<file path="config.mk">
export PLATFORM = sky130hd
export DESIGN_NAME = debug_commit_serializer
export DESIGN_NICKNAME = d
export VERILOG_FILES = /design/src/rtl/debug_commit_serializer.sv
export SDC_FILE = /design/constraint.sdc
export NUM_CORES = 1
export LEC_CHECK = 0
export ABC_AREA = 1
export CORE_UTILIZATION = 47
export DETAILED_ROUTE_END_ITERATION = 8
export PLACE_DENSITY = 0.63
export SYNTH_ARGS = -nofsm -noshare
export SYNTH_HDL_FRONTEND = slang
export SYNTH_SLANG_ARGS = --single-unit
</file>
<file path="constraint.sdc">
create_clock -name clk -period 7.6 [get_ports clk]
set_input_delay 0.76 -clock clk [delete_from_list [all_inputs] [get_ports clk]]
set_output_delay 0.76 -clock clk [all_outputs]
set_load 0.03 [all_outputs]
</file>
<file path="src/rtl/debug_commit_serializer.sv">
// Funnels up to NCH retired instructions per cycle into the single-commit
// debug trace port through a DEPTH-entry FIFO that preserves program order.
module debug_commit_serializer #(
  parameter int NCH            = 2,
  parameter int DEPTH          = 8,
  parameter bit FILTER_NOWRITE = 1'b0
) (
  input  logic                       clk,
  input  logic                       resetn,
  input  logic [NCH-1:0]             in_valid,
  input  logic [NCH*32-1:0]          in_pc,
  input  logic [NCH*4-1:0]           in_wen,
  input  logic [NCH*5-1:0]           in_wnum,
  input  logic [NCH*32-1:0]          in_wdata,
  output logic                       in_ready,
  output logic                       debug_wb_valid,
  output logic [31:0]                debug_wb_pc,
  output logic [3:0]                 debug_wb_rf_wen,
  output logic [4:0]                 debug_wb_rf_wnum,
  output logic [31:0]                debug_wb_rf_wdata,
  output logic [$clog2(DEPTH+1)-1:0] occupancy
);
  localparam int PW = $clog2(DEPTH);
  localparam int OW = $clog2(DEPTH+1);

  typedef struct packed {
    logic [31:0] pc;
    logic [3:0]  wen;
    logic [4:0]  wnum;
    logic [31:0] wdata;
  } entry_t;

  entry_t         mem [DEPTH];
  logic [PW-1:0]  wr_ptr;
  logic [PW-1:0]  rd_ptr;
  logic [NCH-1:0] keep;
  logic [PW-1:0]  slot [NCH];
  logic [OW-1:0]  push_cnt;
  logic           pop;

  // Credit comes from the registered occupancy only, so a same-cycle pop never
  // widens the window and in_ready has no path from the inputs.
  assign in_ready = (occupancy <= OW'(DEPTH - NCH));
  assign pop      = (occupancy != '0);

  // Running count of kept lanes gives each kept lane its compacted slot.
  always_comb begin
    push_cnt = '0;
    for (int i = 0; i < NCH; i++) begin
      keep[i] = in_valid[i] &&
                (!FILTER_NOWRITE || ((in_wen[i*4 +: 4] != 4'h0) && (in_wnum[i*5 +: 5] != 5'h0)));
      slot[i] = wr_ptr + PW'(push_cnt);
      if (keep[i]) push_cnt = push_cnt + OW'(1);
    end
  end

  always_ff @(posedge clk) begin
    if (in_ready) begin
      for (int i = 0; i < NCH; i++) begin
        if (keep[i]) begin
          mem[slot[i]] <= '{pc:    in_pc[i*32 +: 32],
                            wen:   in_wen[i*4 +: 4],
                            wnum:  in_wnum[i*5 +: 5],
                            wdata: in_wdata[i*32 +: 32]};
        end
      end
    end
  end

  always_ff @(posedge clk or negedge resetn) begin
    if (!resetn) begin
      wr_ptr            <= '0;
      rd_ptr            <= '0;
      occupancy         <= '0;
      debug_wb_valid    <= 1'b0;
      debug_wb_pc       <= 32'h0;
      debug_wb_rf_wen   <= 4'h0;
      debug_wb_rf_wnum  <= 5'h0;
      debug_wb_rf_wdata <= 32'h0;
    end else begin
      if (in_ready) wr_ptr <= wr_ptr + PW'(push_cnt);
      occupancy <= occupancy + (in_ready ? push_cnt : OW'(0)) - OW'(pop);
      if (pop) begin
        debug_wb_valid    <= 1'b1;
        debug_wb_pc       <= mem[rd_ptr].pc;
        debug_wb_rf_wen   <= mem[rd_ptr].wen;
        debug_wb_rf_wnum  <= mem[rd_ptr].wnum;
        debug_wb_rf_wdata <= mem[rd_ptr].wdata;
        rd_ptr            <= rd_ptr + PW'(1);
      end else begin
        debug_wb_valid    <= 1'b0;
        debug_wb_rf_wen   <= 4'h0;
      end
    end
  end

endmodule

</file>
==> results.cfg, run 1 <==
[synth]
synth_commonest_cells = nand2_1, inv_1, edfxtp_1, o21ai_0, nand3_1
ys.warnings.count = 0
yosysMostFrequentCell = nand2_1
netlist_instances = 4083
synthTopCellsByArea = edfxtp_1, nand2_1, o21ai_0
synth-edff-count = 584
syn_nets = 4247
synth_top_area_cell = edfxtp_1
synth.distinct_cells = 22
ys_seq_elements = 668
syn_area_sq_um = 34600
async_flop_share = 0.126
yosysSeqAreaShare = 0.567
syn_area_per_cell_sq_um = 8.48
synth.top_cell.area_share = 0.506
synth_top_flop_cell = edfxtp_1

[critical_path]
critical_path_buf_inv_count = 3
cp_cell_sequence = clkdlybuf4s50_1 > ha_1 > ha_1 > inv_1 > nand3_1 > nor2_1 > nand2_4 > nand2_4 > buf_4
crit_fanout = 74
worstSetupStartpointType = primary input
cp_top_family = simple AND/OR/NAND/NOR gates
cp_slowest_stage_delay_ns = 0.72
endpoint_kind = flip-flop
critical_path.slowest_cell = nand2_4
cp.arrival_ns = 4.09
critPathRequiredTime_ns = 7.85
r2r_slack_ns = 3.78
crit_type = in2reg

[placed_design]
io_buffers = 228
place_congestion = 0.791
place_inst = 5048
place_hpwl_mm = 53.5

[clock_tree]
cts_resized = 0
cts_tree = done
cts_buffers = 74
cts_setup_buffers = 0
clk_pin_slew_ns = 0.06
cts-root-buf = clkbuf_16
clk_latency_ns = 0.63
cts_max_level = 3
cts_buffer_depth = 3
cts.sinks = 668
hold_buffers = 0

[pwr]
p_per_area_nw_per_um2 = 385
intPower_w = 0.00910
p_switching_w = 0.00608
irDropWorstVdd_mv = 0.264
p_leak_nw = 17.2
pwr-share-comb = 0.389
p_clk_frac = 0.244
pwr-share-seq = 0.367
swShare = 0.401

[die]
core_sq_um = 73000
die-area_sq_um = 74800
pin_count = 229
die_h_um = 273
std_cell_rows = 99
fp.dieW_um = 273
start_util = 0.475

[global_routing]
antenna_found_initial = 1
grt_start_max_net_pins = 143
grt_busiest_layer = met2
grtUsageTotal = 0.260
gr-total-overflow = 0
grtUsageMet1 = 0.342
grt_pass1_wl_mm = 149
grtUsageMet3 = 0.0322
grt_util_met2 = 0.446
grt_pass1_vias = 25800

[timing]
min_period_ns = 3.84
timing.final.hold_violations = 0
slew_violations = 0
period_share = 0.506
fin_skew_ns = 0.0295
finalSetupTns_ns = 0
worst_slew_pin_slew_ns = 1.18
rsz0062_at_grt = no
slew-limit-headroom = 0.213
finalSetupViolCount = 0
max_freq_mhz = 260

[routing]
via_count = 27300
routed_via_density = 5.27
drtIter0Drc = 2484
wl_mm = 97.0
drt.antenna.violating_nets = 0
route.detailed.drc = 0
drt-pass1-iter-count = 6
wl_per_cell_um = 18.7

[worst_hold_path]
worstHoldPathType = in2async

[layout]
area_delta_synth_final_pct = 13.8
n_antenna_cell = 0
final_util = 0.540
multi_input_area_sq_um = 11200
seq_area_sq_um = 19700
fin_cells = 5186
fin_nets = 4329
drive_above_1_share = 0.0412
fillers = 6573

[outcome]
status = completed

[job]
drv_cap = 0
-- sequential cells by signal (all words and copies together), names as in the netlist --
signal	count
debug_wb_valid	1
rd_ptr	3
debug_wb_rf_wnum	5
wr_ptr	3
occupancy	4
debug_wb_rf_wen	4
mem	584
debug_wb_pc	32
debug_wb_rf_wdata	32
-- per-stage QoR --
stage / area [sq um] / hold WS (ns) / setup slack (ns) / total power [W]
after floorplan: 34600 / 0.464 / 0.424 / 0.00959
after global placement: 36900 / 0.462 / 3.03 / 0.0115
after detailed placement: 36900 / 0.465 / 3.05 / 0.0116
after CTS: 39400 / 0.208 / 3.70 / 0.0153
after global routing: 39400 / 0.233 / 3.44 / 0.0161
final: 39400 / 0.189 / 3.76 / 0.0152
-- layout make-up --
class | count | share of cell area
sequential | 668 | 0.498
multi-input combinational | 2563 | 0.285
timing repair buffer | 261 | 0.0654
inverter | 597 | 0.0573
clock buffer | 110 | 0.0535
tap | 959 | 0.0304
clock inverter | 28 | 0.00987
-- cells by family after synthesis --
logic type                 synth area share
DFF                                   0.567
adders and majority gates           0.00549
xor gates and xnor gates            0.00126
and+or+nand+nor                       0.227
buffers and inverters                 0.112
AOI/OAI and AO/OA                    0.0867
-- layout by cell type, fill, tap and decap left out --
cell type / instances
a21oi_1: 1
buf_12: 4
buf_4: 30
bufinv_16: 8
clkbuf_1: 26
clkbuf_16: 76
clkbuf_8: 8
clkdlybuf4s50_1: 227
clkinv_1: 2
clkinv_2: 11
clkinv_8: 3
clkinvlp_4: 4
dfrtp_1: 81
dfrtp_4: 3
edfxtp_1: 584
fa_1: 2
ha_1: 12
inv_1: 591
inv_2: 2
inv_6: 2
inv_8: 2
nand2_1: 1447
nand2_2: 3
nand2_4: 9
nand3_1: 438
nand3_2: 1
nor2_1: 42
nor2_4: 4
o21ai_0: 498
o21ai_1: 97
o21ai_4: 4
xnor2_1: 2
xor2_1: 3
-- layer usage --
layer,vias to the layer above,wire (um)
met3,161,6630
met4,2,2480
met5,-,12
met2,965,47500
met1,12900,40400
li1,13300,-
-- path summary, 6_finish.rpt --
kind / cells past startpoint / to / startpoint
setup / recovery: 9 / mem[5][21] / in_valid[0]
max in group asynchronous: 2 / rd_ptr[0] / resetn
hold / removal: 1 / debug_wb_pc[9] / resetn
setup reg to reg: 9 / mem[7][65] / occupancy[3]
min in group clk: 2 / debug_wb_pc[7] / debug_wb_pc[7]
hold reg to reg: 2 / debug_wb_pc[7] / debug_wb_pc[7]
-- power groups by stage --
stage / registers, W / clock network (W) / logic, W
final: 0.00557 / 0.00371 / 0.00591
after global routing: 0.00565 / 0.00390 / 0.00653
after CTS: 0.00557 / 0.00376 / 0.00595
after detailed placement: 0.00564 / 0 / 0.00592
after global placement: 0.00562 / 0 / 0.00583
after floorplan: 0.00602 / 0 / 0.00357
Power figures use the tool's default switching activity.
==> inputs of run 2 (changes only) <==
Clock period 7.6 ns to 4.05 ns, I/O delays scaled along.
==> run 2 against run 1 <==
  * Clock skew decreased by 0.013 ns
  * Die area unchanged
  * Sequential power up 89%
  * Power increased by 86%
==> results.cfg, run 2 (synthesis gave the netlist of run 1 again) <==
[outcome]
status = completed

[pwr]
swShare = 0.401
intPower_w = 0.0170
pwr-share-comb = 0.396
p_leak_nw = 17.3
power_w = 0.0283
p_clk_frac = 0.233
p_per_area_nw_per_um2 = 714
irDropWorstVdd_mv = 0.593
p_switching_w = 0.0113
pwr-share-seq = 0.371

[routing]
route.detailed.drc = 0
drt.antenna.violating_nets = 0
drt-pass1-iter-count = 6
via_count = 26900
wl_mm = 96.1
wl_per_cell_um = 18.5
drtIter0Drc = 2233
routed_via_density = 5.17

[global_routing]
antenna_found_initial = 2
grt_pass1_vias = 25500
grt_start_max_net_pins = 195
grt_pass1_wl_mm = 147
grtUsageTotal = 0.259
gr-total-overflow = 0

[clock_tree]
cts_buffer_depth = 3
cts_buffers = 74
cts_max_level = 3
cts.sinks = 668
clk_pin_slew_ns = 0.06
clk_latency_ns = 0.62
cts_resized = 0
cts_tree = done
cts-root-buf = clkbuf_16

[die]
std_cell_rows = 99
die_h_um = 273
start_util = 0.475
fp.dieW_um = 273
pin_count = 229
core_sq_um = 73000
die-area_sq_um = 74800

[placed_design]
place_hpwl_mm = 52.4
place_congestion = 0.752
io_buffers = 228

[timing]
max_freq_mhz = 353
whs_ns = 0.475
finalSetupTns_ns = 0
worst_slew_pin_slew_ns = 1.08
rsz0062_at_grt = no
finalSetupViolCount = 0
min_period_ns = 2.83
slew-limit-headroom = 0.282
slew_violations = 0
timing.final.hold_violations = 0
fin_skew_ns = 0.0166
period_share = 0.699

[critical_path]
crit_type = reg2reg
cp_slowest_stage_delay_ns = 0.47
critical_path.slowest_cell = dfrtp_1
worstSetupStartpointType = flip-flop
critical_path_buf_inv_count = 2
r2r_slack_ns = 1.22
critPathRequiredTime_ns = 4.34
cp_top_family = simple AND/OR/NAND/NOR gates
crit_fanout = 35
cp_cell_sequence = ha_1 > ha_1 > inv_1 > nand3_1 > nor2_1 > nand2_4 > nand2_4 > buf_12
cp.arrival_ns = 3.12
endpoint_kind = flip-flop

[layout]
fin_nets = 4346
final_cell_mix = nand2_1, inv_1, edfxtp_1
largest_reg_flops = 584
multi_input_area_sq_um = 11200
n_antenna_cell = 0
layout_commonest_cell = nand2_1
final_util = 0.544
drive_above_1_share = 0.0427
seq_area_sq_um = 19700
fillers = 6590
area_delta_synth_final_pct = 14.5

[worst_hold_path]
worstHoldPathType = reg2reg

[job]
drv_cap = 0
-- run 2: cell type report --
class	count	share of cell area
clock buffers	114	0.0551
clock inverters	22	0.00435
inverters	597	0.0569
multi-input cells	2563	0.283
flip-flops and latches	668	0.495
well taps	959	0.0303
repair buffers	278	0.0746
-- run 2: timing repair --
action / in CTS / in global routing
endpoints found under the hold margin: 2 / 0
setup buffers: 0 / 0
hold buffers: 1 / 0
-- run 2: worst paths after layout --
kind                                startpoint                    end  depth (start not counted)
setup / recovery                     wr_ptr[0]             mem[5][23]                          8
hold / removal             debug_wb_rf_wnum[0]    debug_wb_rf_wnum[0]                          2
setup reg to reg                     wr_ptr[0]             mem[5][23]                          8
hold reg to reg            debug_wb_rf_wnum[0]    debug_wb_rf_wnum[0]                          2
max in group asynchronous               resetn  debug_wb_rf_wdata[26]                          3
min in group asynchronous               resetn         debug_wb_pc[8]                          2
-- run 2: per-layer routing --
layer	wire length, um	global-route usage	vias up
met2	47200	0.449	873
met5	31	0	-
met4	1950	0.0700	4
met3	6220	0.0325	144
met1	40700	0.343	12500
li1	-	-	13400
-- run 2: through the flow --
stage / worst slack [ns] / instances / instance area, sq um
floorplan: -0.839 / 4083 / 34600
global placement: 0.812 / 5064 / 37300
detailed placement: 0.799 / 5064 / 37300
CTS: 1.22 / 5201 / 39700
global route: 1.05 / 5201 / 39700
finish: 1.22 / 5201 / 39700
-- run 2: power groups by stage --
stage,combinational [W],sequential (W),clock [W]
global placement,0.0111,0.0106,0
finish,0.0112,0.0105,0.00660
CTS,0.0113,0.0105,0.00670
global route,0.0124,0.0107,0.00694
detailed placement,0.0112,0.0106,0
floorplan,0.00670,0.0112,0
-- run 2: tightest hold or removal path, cell delays in order, from the launching register on --
cell     delay (ns)
dfrtp_1        0.34
nand2_1        0.05
nand2_1        0.05
